### src/rtl/mc_pkg.sv
// Shared types and encodings for the multicycle MIPS control FSM.
// Opcode, funct and ALU control values follow the classic MIPS encodings.
package mc_pkg;

   typedef enum logic [3:0] {
      FETCH   = 4'd0,
      DECODE  = 4'd1,
      MEMADR  = 4'd2,
      MEMRD   = 4'd3,
      MEMWB   = 4'd4,
      MEMWR   = 4'd5,
      EXECUTE = 4'd6,
      ALUWB   = 4'd7,
      BRANCH  = 4'd8,
      ADDIEX  = 4'd9,
      ADDIWB  = 4'd10,
      JUMP    = 4'd11
   } state_t;

   localparam logic [5:0] OP_RTYPE = 6'b000000;
   localparam logic [5:0] OP_LW    = 6'b100011;
   localparam logic [5:0] OP_SW    = 6'b101011;
   localparam logic [5:0] OP_BEQ   = 6'b000100;
   localparam logic [5:0] OP_ADDI  = 6'b001000;
   localparam logic [5:0] OP_J     = 6'b000010;

   localparam logic [5:0] FN_ADD = 6'b100000;
   localparam logic [5:0] FN_SUB = 6'b100010;
   localparam logic [5:0] FN_AND = 6'b100100;
   localparam logic [5:0] FN_OR  = 6'b100101;
   localparam logic [5:0] FN_SLT = 6'b101010;

   localparam logic [2:0] ALU_ADD = 3'b010;
   localparam logic [2:0] ALU_SUB = 3'b110;
   localparam logic [2:0] ALU_AND = 3'b000;
   localparam logic [2:0] ALU_OR  = 3'b001;
   localparam logic [2:0] ALU_SLT = 3'b111;

   // Internal FSM-to-decoder ALU operation class.
   localparam logic [1:0] AOP_ADD   = 2'b00;
   localparam logic [1:0] AOP_SUB   = 2'b01;
   localparam logic [1:0] AOP_FUNCT = 2'b10;

endpackage

### src/rtl/mc_alu_decoder.sv
// Maps the FSM's ALU operation class plus funct to an ALU control code.
// Unsupported functs fall back to add and raise funct_illegal.
module mc_alu_decoder
   import mc_pkg::*;
(
   input  logic [1:0] alu_op,
   input  logic [5:0] funct,
   output logic [2:0] alu_control,
   output logic       funct_illegal
);

   always_comb begin
      alu_control   = ALU_ADD;
      funct_illegal = 1'b0;
      case (alu_op)
         AOP_SUB:   alu_control = ALU_SUB;
         AOP_FUNCT: begin
            case (funct)
               FN_ADD:  alu_control = ALU_ADD;
               FN_SUB:  alu_control = ALU_SUB;
               FN_AND:  alu_control = ALU_AND;
               FN_OR:   alu_control = ALU_OR;
               FN_SLT:  alu_control = ALU_SLT;
               default: funct_illegal = 1'b1;
            endcase
         end
         default:   alu_control = ALU_ADD;
      endcase
   end

endmodule

### src/rtl/multicycle_controller.sv
// Control FSM for the multicycle MIPS datapath: Moore control outputs per state,
// memory-ready handshake in FETCH/MEMRD/MEMWR, and a retired-instruction counter.
module multicycle_controller
   import mc_pkg::*;
#(
   parameter int CNT_W = 32
) (
   input  logic             clk,
   input  logic             reset,
   input  logic [5:0]       opcode,
   input  logic [5:0]       funct,
   input  logic             zero,
   input  logic             mem_ready,
   output logic             mem_req,
   output logic             mem_write,
   output logic             iord,
   output logic             ir_write,
   output logic             pc_en,
   output logic [1:0]       pc_src,
   output logic             alu_src_a,
   output logic [1:0]       alu_src_b,
   output logic [2:0]       alu_control,
   output logic             reg_dst,
   output logic             memto_reg,
   output logic             reg_write,
   output logic             illegal_op,
   output logic [3:0]       state_o,
   output logic [CNT_W-1:0] retired
);

   state_t     state, state_nx;
   logic [1:0] alu_op;
   logic       funct_illegal;
   logic       op_illegal;
   logic       retire;

   mc_alu_decoder u_alu_dec (
      .alu_op        (alu_op),
      .funct         (funct),
      .alu_control   (alu_control),
      .funct_illegal (funct_illegal)
   );

   always_ff @(posedge clk) begin
      if (reset) begin
         state   <= FETCH;
         retired <= '0;
      end else begin
         state <= state_nx;
         if (retire) retired <= retired + CNT_W'(1);
      end
   end

   always_comb begin
      state_nx   = state;
      mem_req    = 1'b0;
      mem_write  = 1'b0;
      iord       = 1'b0;
      ir_write   = 1'b0;
      pc_en      = 1'b0;
      pc_src     = 2'b00;
      alu_src_a  = 1'b0;
      alu_src_b  = 2'b00;
      alu_op     = AOP_ADD;
      reg_dst    = 1'b0;
      memto_reg  = 1'b0;
      reg_write  = 1'b0;
      op_illegal = 1'b0;
      retire     = 1'b0;
      case (state)
         FETCH: begin
            mem_req   = 1'b1;
            alu_src_b = 2'b01;
            ir_write  = mem_ready;
            pc_en     = mem_ready;
            if (mem_ready) state_nx = DECODE;
         end
         DECODE: begin
            // Branch target is computed here so BRANCH only has to compare.
            alu_src_b = 2'b11;
            case (opcode)
               OP_LW, OP_SW: state_nx = MEMADR;
               OP_RTYPE:     state_nx = EXECUTE;
               OP_BEQ:       state_nx = BRANCH;
               OP_ADDI:      state_nx = ADDIEX;
               OP_J:         state_nx = JUMP;
               default: begin
                  state_nx   = FETCH;
                  op_illegal = 1'b1;
               end
            endcase
         end
         MEMADR: begin
            alu_src_a = 1'b1;
            alu_src_b = 2'b10;
            state_nx  = (opcode == OP_SW) ? MEMWR : MEMRD;
         end
         MEMRD: begin
            mem_req = 1'b1;
            iord    = 1'b1;
            if (mem_ready) state_nx = MEMWB;
         end
         MEMWB: begin
            reg_write = 1'b1;
            memto_reg = 1'b1;
            state_nx  = FETCH;
            retire    = 1'b1;
         end
         MEMWR: begin
            mem_req   = 1'b1;
            mem_write = 1'b1;
            iord      = 1'b1;
            if (mem_ready) begin
               state_nx = FETCH;
               retire   = 1'b1;
            end
         end
         EXECUTE: begin
            alu_src_a = 1'b1;
            alu_op    = AOP_FUNCT;
            state_nx  = ALUWB;
         end
         ALUWB: begin
            reg_write = 1'b1;
            reg_dst   = 1'b1;
            state_nx  = FETCH;
            retire    = 1'b1;
         end
         BRANCH: begin
            alu_src_a = 1'b1;
            alu_op    = AOP_SUB;
            pc_src    = 2'b01;
            pc_en     = zero;
            state_nx  = FETCH;
            retire    = 1'b1;
         end
         ADDIEX: begin
            alu_src_a = 1'b1;
            alu_src_b = 2'b10;
            state_nx  = ADDIWB;
         end
         ADDIWB: begin
            reg_write = 1'b1;
            state_nx  = FETCH;
            retire    = 1'b1;
         end
         JUMP: begin
            pc_src   = 2'b10;
            pc_en    = 1'b1;
            state_nx = FETCH;
            retire   = 1'b1;
         end
         default: state_nx = FETCH;
      endcase
      // Reset abandons any in-flight access, so no enable may escape this cycle.
      if (reset) begin
         mem_req   = 1'b0;
         mem_write = 1'b0;
         ir_write  = 1'b0;
         pc_en     = 1'b0;
         reg_write = 1'b0;
      end
   end

   assign illegal_op = !reset && (op_illegal || funct_illegal);
   assign state_o    = state;

endmodule

### config.mk
export PLATFORM = sky130hd
export DESIGN_NAME = multicycle_controller
export DESIGN_NICKNAME = d
export VERILOG_FILES = /design/src/rtl/mc_pkg.sv /design/src/rtl/mc_alu_decoder.sv /design/src/rtl/multicycle_controller.sv
export SDC_FILE = /design/constraint.sdc
export NUM_CORES = 1
export LEC_CHECK = 0
export CORE_UTILIZATION = 46
export CTS_CLUSTER_DIAMETER = 80
export DETAILED_ROUTE_END_ITERATION = 10
export PLACE_DENSITY = 0.85
export SLEW_MARGIN = 20
export SYNTH_ARGS = -nofsm -noshare
export SYNTH_HDL_FRONTEND = slang
export SYNTH_SLANG_ARGS = --single-unit
### constraint.sdc
create_clock -name clk -period 2.5 [get_ports clk]
set_input_delay 0.5 -clock clk [delete_from_list [all_inputs] [get_ports clk]]
set_output_delay 0.5 -clock clk [all_outputs]
set_load 0.1 [all_outputs]
==> results.json, run 1 <==
{
  "outcome": "completed",
  "drt_iter0_markers": 144,
  "clkTransAtPathRegs_ps": 80,
  "route.detailed.drc": 0,
  "cts.path.max_buffers": 2,
  "max_freq_ghz": 0.414,
  "synth_ff_type": "dfxtp_1",
  "firstDrtPassIters": 4,
  "antenna_cells": 0,
  "initial_core_util_pct": 48.5,
  "die-height_um": 70.2,
  "ant_nets": 0,
  "cp-start-kind": "primary input",
  "grtUsageTotal_pct": 24.7,
  "maxCapViolCount": 0,
  "clock-sinks": 36,
  "crit_fanout": 5,
  "io_pins": 69,
  "r2r_end": "retired[28]",
  "dp_hpwl_um": 4360,
  "p_seq_share_pct": 47.1,
  "holdPathEnd": "retired[31]",
  "skew_ps": 7.89,
  "core_um2": 4410,
  "min_period_ps": 2420,
  "r2r_slack_ps": 330,
  "powerDensity_nw_per_um2": 370,
  "synth_warnings": 0,
  "pwr-share-clk_pct": 37.2,
  "worstSetupEndpointType": "primary output",
  "switching_power_uw": 349,
  "grt_max_degree": 23,
  "worstPathRequired_ps": 2000,
  "async_flop_share_pct": 0,
  "fillCellCount": 331,
  "synthToLayoutAreaGrowth_pct": 53.9,
  "wire_per_inst_um": 14.7,
  "rsz0062_at_grt": "no",
  "hold_buffers": 0,
  "nets": 378,
  "gp_congestion": 0.879,
  "worstPathArrival_ps": 1920,
  "dpl.cell_count": 398,
  "comb_power_share_pct": 15.7,
  "grt_pass1_vias": 2272,
  "root_buffer": "clkbuf_8",
  "final_layout_size_suffix_gt1_share_pct": 35.0,
  "netSwitchingFraction_pct": 28.6,
  "stdcell_count": 412,
  "hold_viol": 0,
  "critPathKind": "in2out",
  "fp.dieW_um": 70.2,
  "finalSetupViolations": 0,
  "numCtsBuffers": 5,
  "ir_drop_mv": 0.375,
  "worst_pin_slew_ps": 431,
  "maxSlewViolCount": 0,
  "syn_area_um2": 2140,
  "multi_input_area_um2": 1530,
  "totalWireLength_um": 6060,
  "p_int_uw": 869,
  "clk_latency_ps": 300,
  "die_area_um2": 4930,
  "r2r-start": "state_o[1]",
  "synth_cell_types": 47,
  "seq_area_um2": 743,
  "ff2ff_path_depth": 6,
  "cts_tree": "done",
  "synth_seq_cells": 36,
  "num_vias": 2436,
  "grt-ovfl-total": 0,
  "antenna_found_initial": 0,
  "p_leak_uw": 0.00122,
  "grt_pass1_wl_um": 10000,
  "period_share_pct": 96.7,
  "port_buffers": 68,
  "hp-start": "retired[31]",
  "h-tree-depth": 2,
  "hold_depth": 2,
  "synth-edff-count": 0,
  "synth_nets": 298,
  "syn_avg_cell_area_um2": 7.67,
  "synth-seq-area-share_pct": 33.7,
  "post_drt_via_cell_ratio": 5.91,
  "finish.utilization_pct": 74.6,
  "synth_cells": 279,
  "slew_headroom_pct": 71.2,
  "min_path_type": "reg2reg",
  "fp-row-count": 24
}
per-stage QoR:
stage / instance area [um2] / TNS (ps) / hold slack [ps] / worst slack (ps) / power (uW)
6_report: 3290 / 0 / 489 / 83.7 / 1220
5_1_grt: 3290 / 0 / 522 / 18.7 / 1250
4_1_cts: 3270 / 0 / 490 / 9.69 / 1220
3_5_place_dp: 3130 / -23.2 / 478 / -19.1 / 773
3_3_place_gp: 3130 / 0 / 469 / 17.8 / 771
2_1_floorplan: 2390 / -4120 / 724 / -875 / 699
cell families after synthesis:
group	after synthesis	share of synthesized area, %
adders and majority gates	3	1.75
xor gates and xnor gates	16	6.55
muxes	3	1.40
buffers and inverters	22	3.92
AOI/OAI and AO/OA	65	18.1
and+or+nand+nor	134	34.7
DFF	36	33.7
timing repair:
action,in CTS,in global routing
pin swaps,0,1
endpoints found under the setup margin,2,2
resized for setup,3,7
buffers inserted,6,0
flip-flops by register name (all words and copies together), names as in the netlist:
| signal | flops |
|---|---|
| retired | 32 |
| state_o | 4 |
how the worst max path moves through the flow:
stage,start,to,slack [ps],cells after the start
after global routing,opcode[1],illegal_op,20,7
after CTS,state_o[2],alu_control[1],10,7
after global placement,mem_ready,retired[28],20,6
final,opcode[0],illegal_op,80,5
after detailed placement,mem_ready,retired[28],-20,6
after floorplan,state_o[3],alu_control[0],-880,6
layout by cell type, fill, tap and decap left out, types with 9 or more instances in the layout:
cell type	instances
a21oi_1	25
xor2_1	9
or3_1	13
nand2_1	17
clkdlybuf4s50_1	11
dfxtp_1	26
nor2_1	25
buf_4	58
nand4_1	11
nand3_1	11
buf_12	12
o21ai_0	19
power by group through the flow:
stage	Sequential [uW]	Clock (uW)	Combinational, uW
global route	574	476	201
finish	574	453	191
CTS	574	460	189
global placement	592	0	179
detailed placement	592	0	181
floorplan	598	0	101
Yosys cell counts, drive strengths merged, types with 2 or more instances:
master	n	area share, %
nand4	13	4.8
nand3	11	2.6
a31oi	2	0.58
buf	2	0.41
o21ai	21	5.1
nand2	18	3.2
and3	3	0.88
or3	18	5.7
clkbuf	10	1.8
xor2	9	3.7
dfxtp	36	34
nor3b	3	1.1
nand2b	5	1.5
nor2b	4	1.2
nor2	29	5.1
nor4	7	2.0
nor3	12	2.8
inv	10	1.8
a21oi	27	6.8
o31ai	3	1.1
ha	3	1.8
a31o	2	0.82
or4	6	2.2
xnor2	7	2.9
mux2i	3	1.4
a311oi	2	0.82
worst max-delay path: stages:
cell and delay [ps]:
clkdlybuf4s50_1 500, nor4_2 320, o21ai_0 150, a31o_4 270, buf_12 160
per-layer routing:
metal  global-route usage [%]  vias to the layer above  share of wire (%)
li1                         -                     1184                  -
met1                     29.1                     1151                 43
met2                     43.1                       86                 50
met3                     4.47                       15                4.7
met4                     11.1                        0                2.1
met5                        0                        -                  0
cell type report:
type                            instances  share of cell area (%)
Multi-Input combinational cell        221                    46.3
Timing Repair Buffer                   85                    25.0
Inverter                               10                    1.22
Clock inverter                          2                   0.418
Tap cell                               52                    1.97
Clock buffer                            6                    2.51
Sequential cell                        36                    22.6
(Power assumes the default switching activity.)
==> run 2: changes to the inputs <==
==> constraint.sdc (replaced) <==
create_clock -name clk -period 2.5 [get_ports clk]
set_input_delay 0.375 -clock clk [delete_from_list [all_inputs] [get_ports clk]]
set_output_delay 0.375 -clock clk [all_outputs]
set_load 0.1 [all_outputs]
==> results.json, run 2 (synthesis gave the netlist of run 1 again) <==
{
  "finalSetupViolations": 0,
  "post_drt_via_cell_ratio": 5.80,
  "worstPathArrival_ps": 2020,
  "route.detailed.drc": 0,
  "final_layout_size_suffix_gt1_share_pct": 32.8,
  "clkTransAtPathRegs_ps": 80,
  "min_period_ps": 2400,
  "ir_drop_mv": 0.268,
  "clock-sinks": 36,
  "largest_reg_flops": 32,
  "initial_core_util_pct": 48.5,
  "top_register": "retired",
  "grt_pass1_vias": 2238,
  "min_path_type": "reg2reg",
  "antenna_found_initial": 0,
  "totalWireLength_um": 5850,
  "crit_fanout": 10,
  "cp-start-kind": "flop",
  "grt_max_degree": 28,
  "final_cell_mix": "buf_4 (56), dfxtp_1 (26), nor2_1 (25)",
  "critPathKind": "reg2out",
  "cts.path.max_buffers": 2,
  "drt_iter0_markers": 180,
  "fp-row-count": 24,
  "port_buffers": 68,
  "wire_per_inst_um": 14.3,
  "num_vias": 2373,
  "maxSlewViolCount": 0,
  "fillCellCount": 341,
  "skew_ps": 8.91,
  "power_uw": 1170,
  "period_share_pct": 95.9,
  "firstDrtPassIters": 4,
  "grt_pass1_wl_um": 10000,
  "h-tree-depth": 2,
  "die_area_um2": 4930,
  "hold_slack_ps": 483,
  "worst_pin_slew_ps": 451,
  "hold_viol": 0,
  "gp_congestion": 0.915,
  "max_freq_ghz": 0.417,
  "core_um2": 4410,
  "numCtsBuffers": 5,
  "io_pins": 69,
  "die-height_um": 70.2,
  "hold_buffers": 0,
  "ant_nets": 0,
  "powerDensity_nw_per_um2": 363,
  "grt-ovfl-total": 0,
  "antenna_cells": 0,
  "p_leak_uw": 0.00117,
  "mostFrequentLayoutCell": "buf_4",
  "worstSetupEndpointType": "primary output",
  "clk_latency_ps": 290,
  "nets": 375,
  "rsz0062_at_grt": "no",
  "fp.dieW_um": 70.2,
  "synthToLayoutAreaGrowth_pct": 50.8,
  "dp_hpwl_um": 4310,
  "outcome": "completed",
  "grtUsageTotal_pct": 24.7,
  "maxCapViolCount": 0,
  "cts_tree": "done",
  "root_buffer": "clkbuf_8",
  "slew_headroom_pct": 69.9,
  "worstPathRequired_ps": 2120
}
## run 2: per-layer routing
layer  part of all wire, %  vias up  wire [um]  track usage [%]
li1                      -     1179          -                -
met3                   5.6       11        328             4.62
met5                     0        -          0                0
met1                    43     1103       2530             30.4
met4                   1.4        0         83             9.11
met2                    50       80       2910             42.4
## run 2: area by class of cell
class,instances,area (um2),area share [%]
multi-input combinational,221,1510,46.8
timing repair buffer,82,786,24.3
sequential,36,743,23.0
clock buffer,7,76.3,2.36
tap,52,65.1,2.01
inverter,10,37.5,1.16
clock inverter,1,8.76,0.271
## run 2: path summary, 6_finish.rpt
check              startpoint        endpoint  slack (ps)  cells after the start
setup / recovery   state_o[1]  alu_control[1]         100                      6
hold / removal    retired[31]     retired[31]         480                      2
setup reg to reg   state_o[3]     retired[31]         350                      9
hold reg to reg   retired[31]     retired[31]         480                      2
## run 2: critical path: stages (launching register included)
cell and delay [ps]:
dfxtp_4 380, buf_4 150, nor3_4 230, inv_2 70, ha_4 240, or3_2 480, buf_12 180
## run 2: report_power, final
| part | internal (uW) | switching (uW) |
|---|---|---|
| combinational | 68.6 | 113 |
| sequential | 571 | 7.26 |
| clock | 199 | 213 |
| total | 839 | 333 |
## run 2: repair_timing
| item | CTS | global route |
|---|---|---|
| cloned | 0 | 0 |
| pin swaps | 0 | 1 |
| buffers inserted | 3 | 3 |
| gates resized for setup | 0 | 1 |
| endpoints found under the setup margin | 1 | 2 |
## run 2: through the flow
step           instance area [um2]  cells  worst slack, ps  setup TNS [ps]  util (%)
4_1_cts                       3200    406             8.93               0      72.6
6_report                      3230    409              102               0      73.2
3_3_place_gp                  3100    395              218               0      70.2
2_1_floorplan                 2380    279             -749           -3390         -
3_5_place_dp                  3100    395              166               0      70.2
5_1_grt                       3230    409             8.37               0      73.2
